[src/rtl/msrv32_pkg.sv]
// Shared msrv32 encodings: RV32I major opcodes, 4-bit ALU opcodes, and the
// skid-buffer state used by the operand-issue stage.
package msrv32_pkg;

  localparam logic [6:0] OP     = 7'b0110011;
  localparam logic [6:0] OP_IMM = 7'b0010011;
  localparam logic [6:0] LUI    = 7'b0110111;
  localparam logic [6:0] AUIPC  = 7'b0010111;

  // ALU opcode is {instr[30], funct3}
  localparam logic [3:0] ALU_ADD  = 4'b0000;
  localparam logic [3:0] ALU_SUB  = 4'b1000;
  localparam logic [3:0] ALU_SLL  = 4'b0001;
  localparam logic [3:0] ALU_SLT  = 4'b0010;
  localparam logic [3:0] ALU_SLTU = 4'b0011;
  localparam logic [3:0] ALU_XOR  = 4'b0100;
  localparam logic [3:0] ALU_SRL  = 4'b0101;
  localparam logic [3:0] ALU_SRA  = 4'b1101;
  localparam logic [3:0] ALU_OR   = 4'b0110;
  localparam logic [3:0] ALU_AND  = 4'b0111;

  typedef enum logic [1:0] {
    SKID_EMPTY = 2'd0,
    SKID_ONE   = 2'd1,
    SKID_TWO   = 2'd2
  } skid_state_e;

endpackage

[src/rtl/msrv32_alu_op_decode.sv]
// Combinational decode of an RV32I instruction into ALU operands/opcode.
// Anything this stage does not handle comes out as an illegal, zero-operand ADD.
module msrv32_alu_op_decode
  import msrv32_pkg::*;
#(
  parameter int XLEN = 32
) (
  input  logic [31:0]     instr_in,
  input  logic [XLEN-1:0] pc_in,
  input  logic [XLEN-1:0] rs1_in,
  input  logic [XLEN-1:0] rs2_in,
  output logic [XLEN-1:0] op_1_out,
  output logic [XLEN-1:0] op_2_out,
  output logic [3:0]      opcode_out,
  output logic [4:0]      rd_out,
  output logic            wr_en_out,
  output logic            illegal_out
);

  logic [6:0]             w_major;
  logic [2:0]             w_f3;
  logic [6:0]             w_f7;
  logic signed [XLEN-1:0] w_imm_i;
  logic signed [XLEN-1:0] w_imm_u;
  logic [XLEN-1:0]        w_shamt;
  logic                   w_legal;

  assign w_major = instr_in[6:0];
  assign w_f3    = instr_in[14:12];
  assign w_f7    = instr_in[31:25];
  assign rd_out  = instr_in[11:7];

  assign w_imm_i = XLEN'($signed(instr_in[31:20]));
  assign w_imm_u = XLEN'($signed({instr_in[31:12], 12'b0}));
  assign w_shamt = XLEN'(instr_in[24:20]);

  always_comb begin
    op_1_out   = '0;
    op_2_out   = '0;
    opcode_out = ALU_ADD;
    w_legal    = 1'b0;
    case (w_major)
      OP: begin
        w_legal    = (w_f7 == 7'b0000000) ||
                     ((w_f7 == 7'b0100000) && ((w_f3 == 3'b000) || (w_f3 == 3'b101)));
        op_1_out   = rs1_in;
        op_2_out   = rs2_in;
        opcode_out = {instr_in[30], w_f3};
      end
      OP_IMM: begin
        op_1_out = rs1_in;
        // Shifts carry shamt in the immediate; bit30 selects SRA vs SRL
        if ((w_f3 == 3'b001) || (w_f3 == 3'b101)) begin
          w_legal    = (w_f7 == 7'b0000000) ||
                       ((w_f7 == 7'b0100000) && (w_f3 == 3'b101));
          op_2_out   = w_shamt;
          opcode_out = {instr_in[30], w_f3};
        end else begin
          w_legal    = 1'b1;
          op_2_out   = w_imm_i;
          opcode_out = {1'b0, w_f3};
        end
      end
      LUI: begin
        w_legal  = 1'b1;
        op_2_out = w_imm_u;
      end
      AUIPC: begin
        w_legal  = 1'b1;
        op_1_out = pc_in;
        op_2_out = w_imm_u;
      end
      default: w_legal = 1'b0;
    endcase
    if (!w_legal) begin
      op_1_out   = '0;
      op_2_out   = '0;
      opcode_out = ALU_ADD;
    end
  end

  assign wr_en_out   = w_legal && (instr_in[11:7] != 5'd0);
  assign illegal_out = !w_legal;

endmodule

[src/rtl/msrv32_alu_issue.sv]
// Registered ALU operand-issue stage with a 2-entry skid buffer so that
// in_ready_out is a flop and never sees out_ready_in combinationally.
module msrv32_alu_issue
  import msrv32_pkg::*;
#(
  parameter int XLEN = 32
) (
  input  logic            ms_riscv32_mp_clk_in,
  input  logic            ms_riscv32_mp_rst_in,
  input  logic            flush_in,
  input  logic            in_valid_in,
  output logic            in_ready_out,
  input  logic [31:0]     instr_in,
  input  logic [XLEN-1:0] pc_in,
  input  logic [XLEN-1:0] rs1_in,
  input  logic [XLEN-1:0] rs2_in,
  output logic            out_valid_out,
  input  logic            out_ready_in,
  output logic [XLEN-1:0] op_1_out,
  output logic [XLEN-1:0] op_2_out,
  output logic [3:0]      opcode_out,
  output logic [4:0]      rd_out,
  output logic            wr_en_out,
  output logic            illegal_out
);

  typedef struct packed {
    logic [XLEN-1:0] op1;
    logic [XLEN-1:0] op2;
    logic [3:0]      opcode;
    logic [4:0]      rd;
    logic            wr_en;
    logic            illegal;
  } payload_t;

  payload_t    w_dec_p0;
  payload_t    r_out_p1;
  payload_t    r_skid_p1;
  skid_state_e r_state;
  skid_state_e w_state_n;
  logic        r_in_rdy;
  logic        w_in_fire;
  logic        w_out_fire;
  logic        w_load_out;
  logic        w_load_skid;
  logic        w_skid_to_out;

  msrv32_alu_op_decode #(.XLEN(XLEN)) u_decode (
    .instr_in    (instr_in),
    .pc_in       (pc_in),
    .rs1_in      (rs1_in),
    .rs2_in      (rs2_in),
    .op_1_out    (w_dec_p0.op1),
    .op_2_out    (w_dec_p0.op2),
    .opcode_out  (w_dec_p0.opcode),
    .rd_out      (w_dec_p0.rd),
    .wr_en_out   (w_dec_p0.wr_en),
    .illegal_out (w_dec_p0.illegal)
  );

  assign out_valid_out = (r_state != SKID_EMPTY);
  assign in_ready_out  = r_in_rdy;
  assign w_in_fire     = in_valid_in && r_in_rdy;
  assign w_out_fire    = out_valid_out && out_ready_in;

  always_comb begin
    w_state_n     = r_state;
    w_load_out    = 1'b0;
    w_load_skid   = 1'b0;
    w_skid_to_out = 1'b0;
    case (r_state)
      SKID_EMPTY: begin
        if (w_in_fire) begin
          w_state_n  = SKID_ONE;
          w_load_out = 1'b1;
        end
      end
      SKID_ONE: begin
        if (w_in_fire && w_out_fire) begin
          w_load_out = 1'b1;
        end else if (w_out_fire) begin
          w_state_n = SKID_EMPTY;
        end else if (w_in_fire) begin
          w_state_n   = SKID_TWO;
          w_load_skid = 1'b1;
        end
      end
      SKID_TWO: begin
        if (w_out_fire) begin
          w_state_n     = SKID_ONE;
          w_skid_to_out = 1'b1;
        end
      end
      default: w_state_n = SKID_EMPTY;
    endcase
    if (flush_in) begin
      w_state_n     = SKID_EMPTY;
      w_load_out    = 1'b0;
      w_load_skid   = 1'b0;
      w_skid_to_out = 1'b0;
    end
  end

  always_ff @(posedge ms_riscv32_mp_clk_in) begin
    if (ms_riscv32_mp_rst_in) begin
      r_state  <= SKID_EMPTY;
      r_in_rdy <= 1'b1;
    end else begin
      r_state  <= w_state_n;
      r_in_rdy <= (w_state_n != SKID_TWO);
    end
  end

  // p0 -> p1: output register and skid register
  always_ff @(posedge ms_riscv32_mp_clk_in) begin
    if (ms_riscv32_mp_rst_in || flush_in) begin
      r_out_p1 <= '0;
    end else if (w_load_out) begin
      r_out_p1 <= w_dec_p0;
    end else if (w_skid_to_out) begin
      r_out_p1 <= r_skid_p1;
    end
    if (w_load_skid) begin
      r_skid_p1 <= w_dec_p0;
    end
  end

  assign op_1_out    = r_out_p1.op1;
  assign op_2_out    = r_out_p1.op2;
  assign opcode_out  = r_out_p1.opcode;
  assign rd_out      = r_out_p1.rd;
  assign wr_en_out   = r_out_p1.wr_en;
  assign illegal_out = r_out_p1.illegal;

endmodule

[config.mk]
export PLATFORM = sky130hd
export DESIGN_NAME = msrv32_alu_issue
export DESIGN_NICKNAME = d
export VERILOG_FILES = /design/src/rtl/msrv32_pkg.sv /design/src/rtl/msrv32_alu_op_decode.sv /design/src/rtl/msrv32_alu_issue.sv
export SDC_FILE = /design/constraint.sdc
export NUM_CORES = 1
export LEC_CHECK = 0
export BUFFER_PORTS_ARGS = -buffer_cell sky130_fd_sc_hd__buf_2
export CAP_MARGIN = 10
export CELL_PAD_IN_SITES_DETAIL_PLACEMENT = 1
export CELL_PAD_IN_SITES_GLOBAL_PLACEMENT = 1
export CORE_UTILIZATION = 42
export DETAILED_ROUTE_END_ITERATION = 6
export PLACE_DENSITY_LB_ADDON = 0.1
export SYNTH_ARGS = -nofsm -noshare
export SYNTH_HDL_FRONTEND = slang
export SYNTH_SLANG_ARGS = --single-unit
[constraint.sdc]
create_clock -name ms_riscv32_mp_clk_in -period 15.7 [get_ports ms_riscv32_mp_clk_in]
set_input_delay 1.57 -clock ms_riscv32_mp_clk_in [delete_from_list [all_inputs] [get_ports ms_riscv32_mp_clk_in]]
set_output_delay 1.57 -clock ms_riscv32_mp_clk_in [all_outputs]
set_load 0.01 [all_outputs]
After elaboration in Yosys (flattened, before gate mapping). Cells that the tools add are included.

Register bits: 153. Input bits: 133.

Eq/ne operators: 10. Multiplexer cells: 30. Reduce and logical (&&, ||, !) cells: 20.

Operator list (count): $mux 75 (2); $mux 32 (3); $pmux 32 s3 (1); $pmux 32 s2 (1); $eq 7x6->1 const B (3); $eq 7x5->1 const B (2); $mux 2 (6); $mux 1 (11); $mux 4 (2); $pmux 4 s2 (1); $logic_not 7->1 (1); $logic_and 1x1->1 (6); $pmux 2 s3 (1); $logic_or 1x1->1 (5); $reduce_bool 5->1 (1); $reduce_bool 2->1 (2); $reduce_or 2->1 (2); $eq 3x1->1 const B (1); $eq 3x3->1 const B (1); $logic_not 3->1 (1); $pmux 1 s3 (1); $eq 2x1->1 const B (1); $eq 2x2->1 const B (1); $logic_not 2->1 (1); other kinds (3) (3).

Longest topological paths before layout. Gate-level depths: netlist (run 1).

Depth after elaboration: 7. Depth in mapped cells: 8. Depth with buffers taken out: 5.

Cells and area by module. Synthesis (run 1) repeated with hierarchy kept, for this count alone.

Cells, all modules: 666. Area, all modules: 7288.2 um^2.

Modules (own cells, without submodules): msrv32_alu_issue (instances 1, cells an instance 428, area each 5554.1 um^2); msrv32_alu_op_decode (instances 1, cells an instance 238, area each 1734.2 um^2).

Worst setup path before layout (run 1). OpenSTA, ideal clock, no wires.

Path kind: input port to flip-flop. From: input port in_valid_in. To: register r_skid_p1[0] (netlist bit) (enable). Library setup time: 0.616 ns. Data arrival time: 7.428 ns. Required time: 15.084 ns. Slack: 7.656 ns. Stages on the path: 3. Cells stage by stage: nand2_1 > or2_2 > nor3b_1.

Cells in the longest elaborated chain, start to end: 6.

Ends and longest elaborated chain: start, declared (RTL line msrv32_alu_issue.sv:11) `input logic in_valid_in,`; $logic_and 1x1->1 (*) (RTL line msrv32_alu_issue.sv:63) `assign w_in_fire = in_valid_in && r_in_rdy;`; $mux 1 (RTL line msrv32_alu_issue.sv:83) `end else if (w_in_fire) begin`; $mux 1 (RTL line msrv32_alu_issue.sv:81) `end else if (w_out_fire) begin`; $mux 1 (*) (RTL line msrv32_alu_issue.sv:79) `if (w_in_fire && w_out_fire) begin`; $mux 1 (*) (RTL line msrv32_alu_issue.sv:71) `case (r_state)`; $mux 1 (*) (RTL line msrv32_alu_issue.sv:96) `if (flush_in) begin`; net w_load_skid (RTL line msrv32_alu_issue.sv:45) `logic w_load_skid;`; end signal, assigned (RTL line msrv32_alu_issue.sv:124) `r_skid_p1 <= w_dec_p0;`; end, declared (RTL line msrv32_alu_issue.sv:38) `payload_t r_skid_p1;`.

The timed path passes the listed nets; every way through them passes the cells marked *. A chain may end at the register's enable or synchronous reset.

Worst setup path in the final report (run 1).
From: input port instr_in[5]. To: register r_out_p1 (netlist bit op_2_out[14]).

Cells in the longest elaborated chain, start to end: 5.

Ends and longest elaborated chain: start, declared (RTL line msrv32_alu_issue.sv:13) `input logic [31:0] instr_in,`; $eq 7x6->1 or $eq 7x5->1 (tied branches) (RTL line msrv32_alu_op_decode.sv:42) `case (w_major)`; $reduce_or 2->1 (no line); $pmux 32 s3 or $pmux 1 s3 (tied branches) (RTL line msrv32_alu_op_decode.sv:42); $mux 32 (*) (RTL line msrv32_alu_op_decode.sv:75) `if (!w_legal) begin`; $mux 75 (*) (RTL line msrv32_alu_issue.sv:118) `end else if (w_load_out) begin`; end signal, assigned (RTL line msrv32_alu_issue.sv:119) `r_out_p1 <= w_dec_p0;`; end signal, assigned (RTL line msrv32_alu_issue.sv:121) `r_out_p1 <= r_skid_p1;`; end, declared (RTL line msrv32_alu_issue.sv:37) `payload_t r_out_p1;`.

Every way passes the cells marked *; elsewhere a longest branch is shown, timed or not.

==> results of run 1 <==
final timing paths:
check | startpoint | to | slack [ns] | cells past startpoint
min reg2reg | rd_out[1] | rd_out[1] | 0.49 | 2
max reg2reg | in_ready_out | op_2_out[1] | 13.01 | 6
min | rd_out[1] | rd_out[1] | 0.49 | 2
max | instr_in[5] | op_2_out[14] | 11.82 | 6
cell type report:
cell class | instances | area [um2] | area share
inverter | 6 | 22.5 | 0.00251
clock buffer | 18 | 429 | 0.0478
tap | 220 | 275 | 0.0307
clock inverter | 14 | 204 | 0.0227
timing repair buffer | 219 | 1120 | 0.125
antenna | 2 | 5.00 | 0.000558
sequential | 153 | 3810 | 0.425
multi-input combinational | 546 | 3110 | 0.346
routing by layer:
layer	track usage	wire length (um)	vias up
li1	-	-	3158
met1	0.335	9830	3317
met2	0.462	11500	224
met3	0.0598	1400	32
met4	0.0964	482	0
met5	0	0	-
state kept, by name, indices dropped and copies added (netlist names):
register / count
opcode_out: 4
r_state: 2
op_2_out: 32
in_ready_out: 1
wr_en_out: 1
r_skid_p1: 75
illegal_out: 1
op_1_out: 32
rd_out: 5
cell families after synthesis:
logic type	count (synthesis)
AOI/OAI and AO/OA	150
xor gates and xnor gates	1
buffers and inverters	78
DFF	153
muxes	16
and+or+nand+nor	379
report_power, final:
group	internal [mW]	switching, mW
sequential	0.422	0.00300
combinational	0.0363	0.0567
clock	0.280	0.165
total	0.738	0.225
critical path: stages:
cell	delay, ns
buf_2	0.58
inv_1	0.21
a221oi_4	0.92
buf_4	0.54
o31ai_1	0.14
and3_1	0.21
stage by stage:
stage               setup WS [ns]  power [mW]
finish                      11.82       0.962
global route                11.62       0.994
CTS                         11.85       0.967
detailed placement          11.39       0.526
global placement            11.50       0.522
floorplan                    7.66       0.485
cells in the final DEF (no fill, tap or decap), types with 4 or more instances in the layout:
master / instances
or4_1: 5
clkinv_2: 4
a22oi_1: 33
nand3_1: 54
or3_1: 4
nor3b_1: 6
and2_1: 21
mux2i_1: 16
o21ai_0: 6
or2_2: 5
dfxtp_1: 78
nand2_1: 126
nor2_1: 79
clkinvlp_4: 4
a21oi_1: 11
edfxtp_1: 75
a311oi_1: 5
bufinv_16: 5
and3_1: 52
nor3_1: 11
inv_1: 5
buf_4: 10
o22ai_1: 25
o31ai_1: 51
buf_2: 209
clkbuf_16: 17
==> reports/qor.csv, run 1 <==
stage,metric,value,unit
logic_synthesis,yosysTopAreaCell,edfxtp_1,
logic_synthesis,syn_inst,777,
critical_path,crit_fanout,46,
timing,rsz0062_at_grt,false,
logic_synthesis,synth_area_leaders,"edfxtp_1 (31%), dfxtp_1 (22%), nand2_1 (6.6%)",
timing,slew_headroom,0.233,
route,viasPerCell,5.71,
logic_synthesis,synth-edff-count,75,
placement,postPlaceCellArea,0.00834,mm2
global_routing,grt_pass1_vias,7014,
global_routing,grt_overflow,0,
logic_synthesis,yosysTopAreaCellShare,0.312,
global_routing,grt_pass1_wl,36.9,mm
clock_tree,path_clk_slew,0.06,ns
global_routing,grt.total_usage,0.270,
timing,hold_viol_final,0,
floorplanning,core_area,0.0167,mm2
finish,drive_gt1_frac,0.278,
logic_synthesis,postSynthAreaPerCell,9.28,um2
clock_tree,cts_sinks,153,
logic_synthesis,ys_seq_area_frac,0.529,
floorplanning,die_area,0.0177,mm2
clock_tree,cts-root-buf,clkbuf_16,
route,drc_errors,0,
route,wirelength,23.2,mm
hold_path,hold_path_class,flop to flop,
clock_tree,cts_tree,built,
logic_synthesis,synth_top_family_by_area,simple AND/OR/NAND/NOR gates,
finish,layout.nets,1076,
logic_synthesis,synth_xor_xnor_area_share,0.00121,
critical_path,crit_path_start_kind,input pin,
power_and_ir_drop,powerDensity,107,mW/mm2
logic_synthesis,yosysUniqueCellTypes,45,
global_routing,antenna_found_initial,0,
critical_path,crit_path_end_kind,flop,
route,wire_per_inst,19.7,um
timing,timing.final.crit_period,3.88,ns
finish,utilization,0.537,
finish,syn2layout_area_growth,24.5,%
floorplanning,chipWidth,133,um
logic_synthesis,synth_common_cells,"nand2_1 (126), nor2_1 (81), dfxtp_1 (78)",
clock_tree,post_cts.repair.setup_buffers,0,
clock_tree,cts_max_level,4,
clock_tree,cts_made_buffers,17,
flow_run,drv_cap,0,
timing,worst_clock_skew,0.00504,ns
floorplanning,rows,47,
route,drtIter0Drc,381,
logic_synthesis,synthFlopType,dfxtp_1,
critical_path,worst_ep_required_time,16.02,ns
global_routing,grt_max_degree,76,
placement,port_buffers,209,
outcome,outcome,completed,
critical_path,arrival,4.20,ns
timing,tightestPinTransition,1.15,ns
logic_synthesis,syn_nets,910,
timing,holdWs,0.486,ns
timing,tns,0,ns
power_and_ir_drop,peakVddDrop,0.0808,mV
placement,post-dp-hpwl,14.6,mm
logic_synthesis,yosys.cell_count.top_type,nand2_1,
finish,fin_cells,1178,
placement,gp_congestion,0.780,
critical_path,criticalPathCategory,input pin to flop,
floorplanning,start_util,0.432,
placement,placed_cells,1144,
timing,setup_viol,0,
logic_synthesis,synth-compound-area-share,0.152,
logic_synthesis,synth_mux_area_frac,0.0222,
logic_synthesis,ys_ff_latch,153,
logic_synthesis,ys_warn_count,0,
clock_tree,cts_resized,0,
power_and_ir_drop,p_leak,4.01,nW
route,drtAntennaViolNets,0,
floorplanning,io_pins,210,
clock_tree,ctsLongestPathBuffers,2,
logic_synthesis,async_flop_share,0,
finish,nFillCells,1952,
timing,period_share,0.247,
logic_synthesis,yosys.area_share.adder,0,
finish,fin_area,0.00898,mm2
floorplanning,die_h,133,um
logic_synthesis,netlist_area,0.00721,mm2
route,drtPass1Iterations,5,
clock_tree,clk_latency,0.43,ns
clock_tree,ctsHoldBuffers,0,
route,vias,6731,
timing,drv_slew,0,
timing,fmax,257,MHz
logic_synthesis,synth-simple-area-share,0.249,
(Power assumes the default switching activity.)
==> inputs of run 2 (changes only) <==
- CORE_UTILIZATION: 42 -> 39
- clock period: 15.7 -> 4 ns (I/O delays scaled with it)
==> run 2 against run 1 <==
Compared with the run above: first-iteration DRC count rose by 6.0%; clock skew rose by 0.0035 ns; via count fell by 0.28%; clock-buffer cell count rose by 6; utilization fell by 4.1 points.
==> reports/qor.csv, run 2 (synthesis results as in run 1) <==
stage,metric,value,unit,change
clock_tree,path_clk_slew,0.06,ns,about the same
global_routing,grt.total_usage,0.256,,-0.0144
power_and_ir_drop,peakVddDrop,0.336,mV,+320%
placement,pre_cts_ws,1.25,ns,-10.13 ns
critical_path,crit_path_start_kind,flop,,
clock_tree,ctsLongestPathBuffers,2,,unchanged
hold_path,hold_path_class,input pin to flop,,
clock_tree,cts_sinks,153,,unchanged
route,viasPerCell,5.64,,-1.3%
finish,top_register,r_skid_p1,,
timing,tns,0,ns,unchanged
power_and_ir_drop,p_leak,4.01,nW,about the same
finish,layout_commonest_cell,buf_2,,
critical_path,cp_cell_sequence,nand2_1 > or2_2 > or3_2 > nor3_1 > a41o_1,,
floorplanning,die_area,0.0190,mm2,+7.6%
critical_path,crit_fanout,37,,-20%
route,drtPass1Iterations,4,,-1
floorplanning,die_h,138,um,+3.7%
power_and_ir_drop,p_total,3.48,mW,+260%
timing,timing.final.crit_period,2.54,ns,
placement,post-dp-hpwl,15.8,mm,+8.2%
finish,layout_common_cells,"buf_2 (209), nand2_1 (126), nor2_1 (79), dfxtp_1 (78), edfxtp_1 (75)",,
route,wire_per_inst,19.8,um,+0.58%
placement,port_buffers,209,,unchanged
clock_tree,ctsHoldBuffers,0,,unchanged
floorplanning,rows,49,,+4.3%
finish,syn2layout_area_growth,24.0,%,
global_routing,grt_overflow,0,,unchanged
timing,hold_viol_final,0,,unchanged
global_routing,antenna_found_initial,1,,+1
floorplanning,io_pins,210,,unchanged
clock_tree,cts_max_level,4,,unchanged
clock_tree,cts_made_buffers,17,,unchanged
finish,largest_reg_flops,75,,unchanged
route,drc_errors,0,,unchanged
clock_tree,cts_tree,built,,
route,drtIter0Drc,404,,+6.0%
finish,layout.nets,1081,,+0.46%
power_and_ir_drop,powerDensity,389,mW/mm2,+260%
timing,period_share,0.635,,
critical_path,crit_buf_inv,0,,-3
timing,worst_clock_skew,0.00851,ns,+0.00347 ns
finish,n_antenna_cell,0,,-2
route,drtAntennaViolNets,0,,unchanged
timing,setup_viol,0,,unchanged
critical_path,slowest_stage,or3_2,,
critical_path,crit_path_end_kind,flop,,
floorplanning,chipWidth,138,um,+3.7%
critical_path,worst_ep_required_time,4.36,ns,-11.66 ns
clock_tree,cts-root-buf,clkbuf_16,,
floorplanning,core_area,0.0180,mm2,+7.9%
timing,drv_slew,0,,unchanged
finish,drive_gt1_frac,0.279,,+0.000633
critical_path,critPathTopFamily,simple AND/OR/NAND/NOR gates,,
route,wirelength,23.6,mm,+1.6%
timing,slew_headroom,0.292,,+0.0591
floorplanning,start_util,0.400,,-0.0317
clock_tree,cts_resized,0,,unchanged
timing,tightestPinTransition,1.06,ns,-0.0887 ns
clock_tree,clk_latency,0.42,ns,about the same
timing,rsz0062_at_grt,false,,
outcome,outcome,completed,,
placement,gp_congestion,0.752,,-3.6%
critical_path,arrival,2.91,ns,-1.29 ns
flow_run,drv_cap,0,,unchanged
global_routing,grt_pass1_vias,6871,,-2.0%
critical_path,max_stage_delay,0.78,ns,-0.14 ns
global_routing,grt_max_degree,76,,unchanged
global_routing,grt_pass1_wl,36.4,mm,-1.5%
clock_tree,post_cts.repair.setup_buffers,0,,unchanged
timing,fmax,393,MHz,
critical_path,criticalPathCategory,flop to flop,,
route,vias,6712,,-0.28%
timing,fin_ws,1.46,ns,-10.36 ns
[run 2: path summary, 6_finish.rpt]
check / end / cells past startpoint / from / slack, ns
setup / recovery: opcode_out[0] / 5 / in_ready_out / 1.46
setup reg to reg: opcode_out[0] / 5 / in_ready_out / 1.46
hold reg to reg: rd_out[4] / 2 / rd_out[4] / 0.48
hold / removal: r_skid_p1[5] / 1 / instr_in[10] / 0.18
[run 2: where the power goes]
part | total [mW] | internal (mW) | switching (mW)
Clock | 1.44 | 0.821 | 0.623
Combinational | 0.370 | 0.145 | 0.225
Sequential | 1.67 | 1.65 | 0.0123
[run 2: worst register-to-register path, delay by kind of cell (launching register included)]
| family | cells | cell delay [ns] |
|---|---|---|
| and+or+nand+nor | 4 | 1.87 |
| DFF | 1 | 0.33 |
| AOI/OAI and AO/OA | 1 | 0.27 |
[run 2: cell type report]
cell class / instances / area, um2
clock buffers: 24 / 472
clock inverters: 8 / 48.8
fillers: 2122 / 9080
inverters: 6 / 22.5
multi-input cells: 546 / 3110
flip-flops and latches: 153 / 3810
well taps: 229 / 287
repair buffers: 224 / 1190
[run 2: metrics by stage]
| step | utilization | std cells | hold slack [ns] | instance area (um2) |
|---|---|---|---|---|
| 6_report | 0.496 | 1190 | 0.179 | 8940 |
| 5_1_grt | 0.496 | 1190 | 0.165 | 8940 |
| 4_1_cts | 0.495 | 1189 | 0.161 | 8920 |
| 3_5_place_dp | 0.466 | 1157 | 0.476 | 8400 |
| 3_3_place_gp | 0.466 | 1157 | 0.471 | 8400 |
| 2_1_floorplan | - | 777 | 0.499 | 7220 |
[run 2: per-layer routing]
metal | global-route usage | vias to the layer above | routed length, um
met5 | 0 | - | 11
met4 | 0.120 | 2 | 607
met3 | 0.0475 | 34 | 1220
met2 | 0.426 | 205 | 11500
met1 | 0.320 | 3310 | 10300
li1 | - | 3161 | -
==> inputs of run 3 (changes only) <==
- CORE_UTILIZATION: 39 -> 35
- clock period: 4 -> 2.1 ns (I/O delays scaled with it)
==> run 3 against run 2 <==
Compared with the run above: routed wire length rose by 2.8%; global-route usage fell by 2.2 points; fmax rose by 28%; non-clock buffer count rose by 27; critical path type unchanged; critical endpoint is now op_2_out[0].
==> reports/qor.csv, run 3 (synthesis results as in run 1) <==
stage,metric,value,unit,change
floorplanning,die_area,0.0212,mm2,+11%
timing,tightestPinTransition,0.496,ns,-0.567 ns
clock_tree,ctsLongestPathBuffers,2,,unchanged
global_routing,grt_max_degree,55,,-28%
global_routing,grt_pass1_vias,6943,,+1.0%
clock_tree,cts_made_buffers,17,,unchanged
critical_path,arrival,2.34,ns,-0.57 ns
outcome,outcome,completed,,
route,drtIter0Drc,347,,-14%
power_and_ir_drop,intPower,5.54,mW,+110%
power_and_ir_drop,pwr-share-seq,0.434,,-0.045
clock_tree,path_clk_slew,0.07,ns,about the same
finish,utilization,0.468,,-0.0286
floorplanning,die_h,146,um,+5.5%
critical_path,criticalPathCategory,flop to flop,,
floorplanning,core_area,0.0202,mm2,+12%
floorplanning,start_util,0.356,,-0.0437
hold_path,min_to,r_skid_p1[6],,
finish,syn2layout_area_growth,31.2,%,
finish,n_antenna_cell,0,,unchanged
clock_tree,cts-root-buf,clkbuf_16,,
power_and_ir_drop,peakVddDrop,0.559,mV,+66%
finish,top_register,r_skid_p1,,
power_and_ir_drop,switching_share,0.242,,-0.00552
critical_path,reg2reg_depth,5,,unchanged
flow_run,drv_cap,0,,unchanged
critical_path,r2r_end,op_2_out[0],,
critical_path,setup.worst_path.start,in_ready_out,,
critical_path,reg2reg_slack,0.11,ns,-1.35 ns
global_routing,grt_pass1_wl,38.6,mm,+6.1%
route,viasPerCell,5.32,,-5.7%
critical_path,crit_path_end_kind,flop,,
timing,tns,0,ns,unchanged
route,drtAntennaViolNets,0,,unchanged
floorplanning,io_pins,210,,unchanged
finish,largest_reg_flops,75,,unchanged
critical_path,critPathTopFamily,simple AND/OR/NAND/NOR gates,,
critical_path,crit_buf_inv,0,,unchanged
power_and_ir_drop,switchingPower,1.76,mW,+110%
clock_tree,clk_latency,0.42,ns,about the same
global_routing,grt.total_usage,0.234,,-0.0223
critical_path,crit_fanout,5,,-86%
timing,rsz0062_at_grt,false,,
hold_path,hold_path_class,input pin to flop,,
clock_tree,cts_sinks,153,,unchanged
finish,layout_commonest_cell,buf_2,,
timing,worst_clock_skew,0.00662,ns,-0.00189 ns
clock_tree,cts_max_level,4,,unchanged
placement,post-dp-hpwl,16.2,mm,+2.7%
power_and_ir_drop,clockPowerShare,0.461,,+0.046
route,wire_per_inst,19.3,um,-2.6%
finish,drive_gt1_frac,0.301,,+0.0220
route,wirelength,24.3,mm,+2.8%
timing,drv_slew,0,,unchanged
hold_path,worstHoldStart,instr_in[11],,
timing,fmax,502,MHz,+28%
floorplanning,rows,52,,+6.1%
critical_path,crit_path_start_kind,flop,,
route,drc_errors,0,,unchanged
timing,period_share,0.948,,+0.313
floorplanning,chipWidth,146,um,+5.5%
timing,timing.final.crit_period,1.99,ns,-0.551 ns
global_routing,antenna_found_initial,0,,-1
critical_path,worst_ep_required_time,2.45,ns,-1.91 ns
finish,layout.nets,1108,,+2.5%
placement,gp_congestion,0.842,,+12%
timing,hold_viol_final,0,,unchanged
clock_tree,cts_tree,built,,
timing,slew_headroom,0.670,,+0.378
route,drtPass1Iterations,4,,unchanged
finish,layout_common_cells,"buf_2 (209), nand2_1 (125), nor2_1 (79), dfxtp_1 (77), edfxtp_1 (75)",,
route,vias,6689,,-0.34%
critical_path,r2r-start,in_ready_out,,
power_and_ir_drop,powerDensity,772,mW/mm2,+98%
placement,port_buffers,209,,unchanged
critical_path,max_stage_delay,0.56,ns,-0.22 ns
power_and_ir_drop,p_total,7.30,mW,+110%
critical_path,cp_cell_sequence,nand2_2 > or2_4 > or3_2 > or4_4 > o22ai_1,,
global_routing,grt_overflow,0,,unchanged
timing,setup_viol,0,,unchanged
hold_path,min_path_cells,1,,unchanged
power_and_ir_drop,combPwrFrac,0.105,,about the same
power_and_ir_drop,p_leak,4.23,nW,+5.6%
clock_tree,post_cts.repair.setup_buffers,0,,unchanged
critical_path,slowest_stage,or4_4,,
## run 3: per-layer routing
| metal | up-vias | routed length (um) | GRT usage |
|---|---|---|---|
| li1 | 3214 | - | - |
| met1 | 3300 | 11400 | 0.313 |
| met2 | 159 | 11700 | 0.390 |
| met3 | 16 | 992 | 0.0464 |
| met4 | 0 | 201 | 0.0532 |
| met5 | - | 0 | 0 |
## run 3: worst max path at each step
stage,endpoint,slack [ns],depth (start not counted)
after global routing,op_2_out[5],0.04,6
after global placement,op_2_out[3],0.11,6
final,op_2_out[0],0.11,5
after floorplan,r_skid_p1[0],-0.91,3
after detailed placement,op_2_out[3],0.05,6
after CTS,op_2_out[0],0.1,5
## run 3: through the flow
stage          cells  hold WS [ns]  instance area, um2  setup WS, ns
2_1_floorplan    777         0.309                7230        -0.913
3_3_place_gp    1222         0.422                8780         0.107
3_5_place_dp    1222         0.429                8780        0.0540
4_1_cts         1257       0.00685                9460        0.0956
5_1_grt         1257      0.000619                9460        0.0370
6_report        1257        0.0211                9460         0.109
## run 3: cell type report
type                       count  area (um2)
tap                          270         338
multi-input combinational    546        3120
timing repair buffer         251        1520
inverter                       6        22.5
sequential                   153        3810
clock inverter                12         190
clock buffer                  19         453
fill                        2377       10800
## run 3: power by group through the flow
stage          Sequential, mW  Combinational, mW  Clock (mW)
6_report                 3.17              0.764        3.36
5_1_grt                  3.17              0.839        3.55
4_1_cts                  3.17              0.770        3.43
3_5_place_dp             3.24              0.762           0
3_3_place_gp             3.24              0.754           0
2_1_floorplan            3.25              0.375           0
## run 3: timing repair
action	4_1_cts	5_1_grt
resized for setup	0	0
endpoints found under the hold margin	4	0
hold buffers	4	0
## run 3: worst reg2reg max path: stages (launching register included)
cell and delay [ns]:
dfxtp_2 0.34, nand2_2 0.07, or2_4 0.25, or3_2 0.52, or4_4 0.57, o22ai_1 0.18
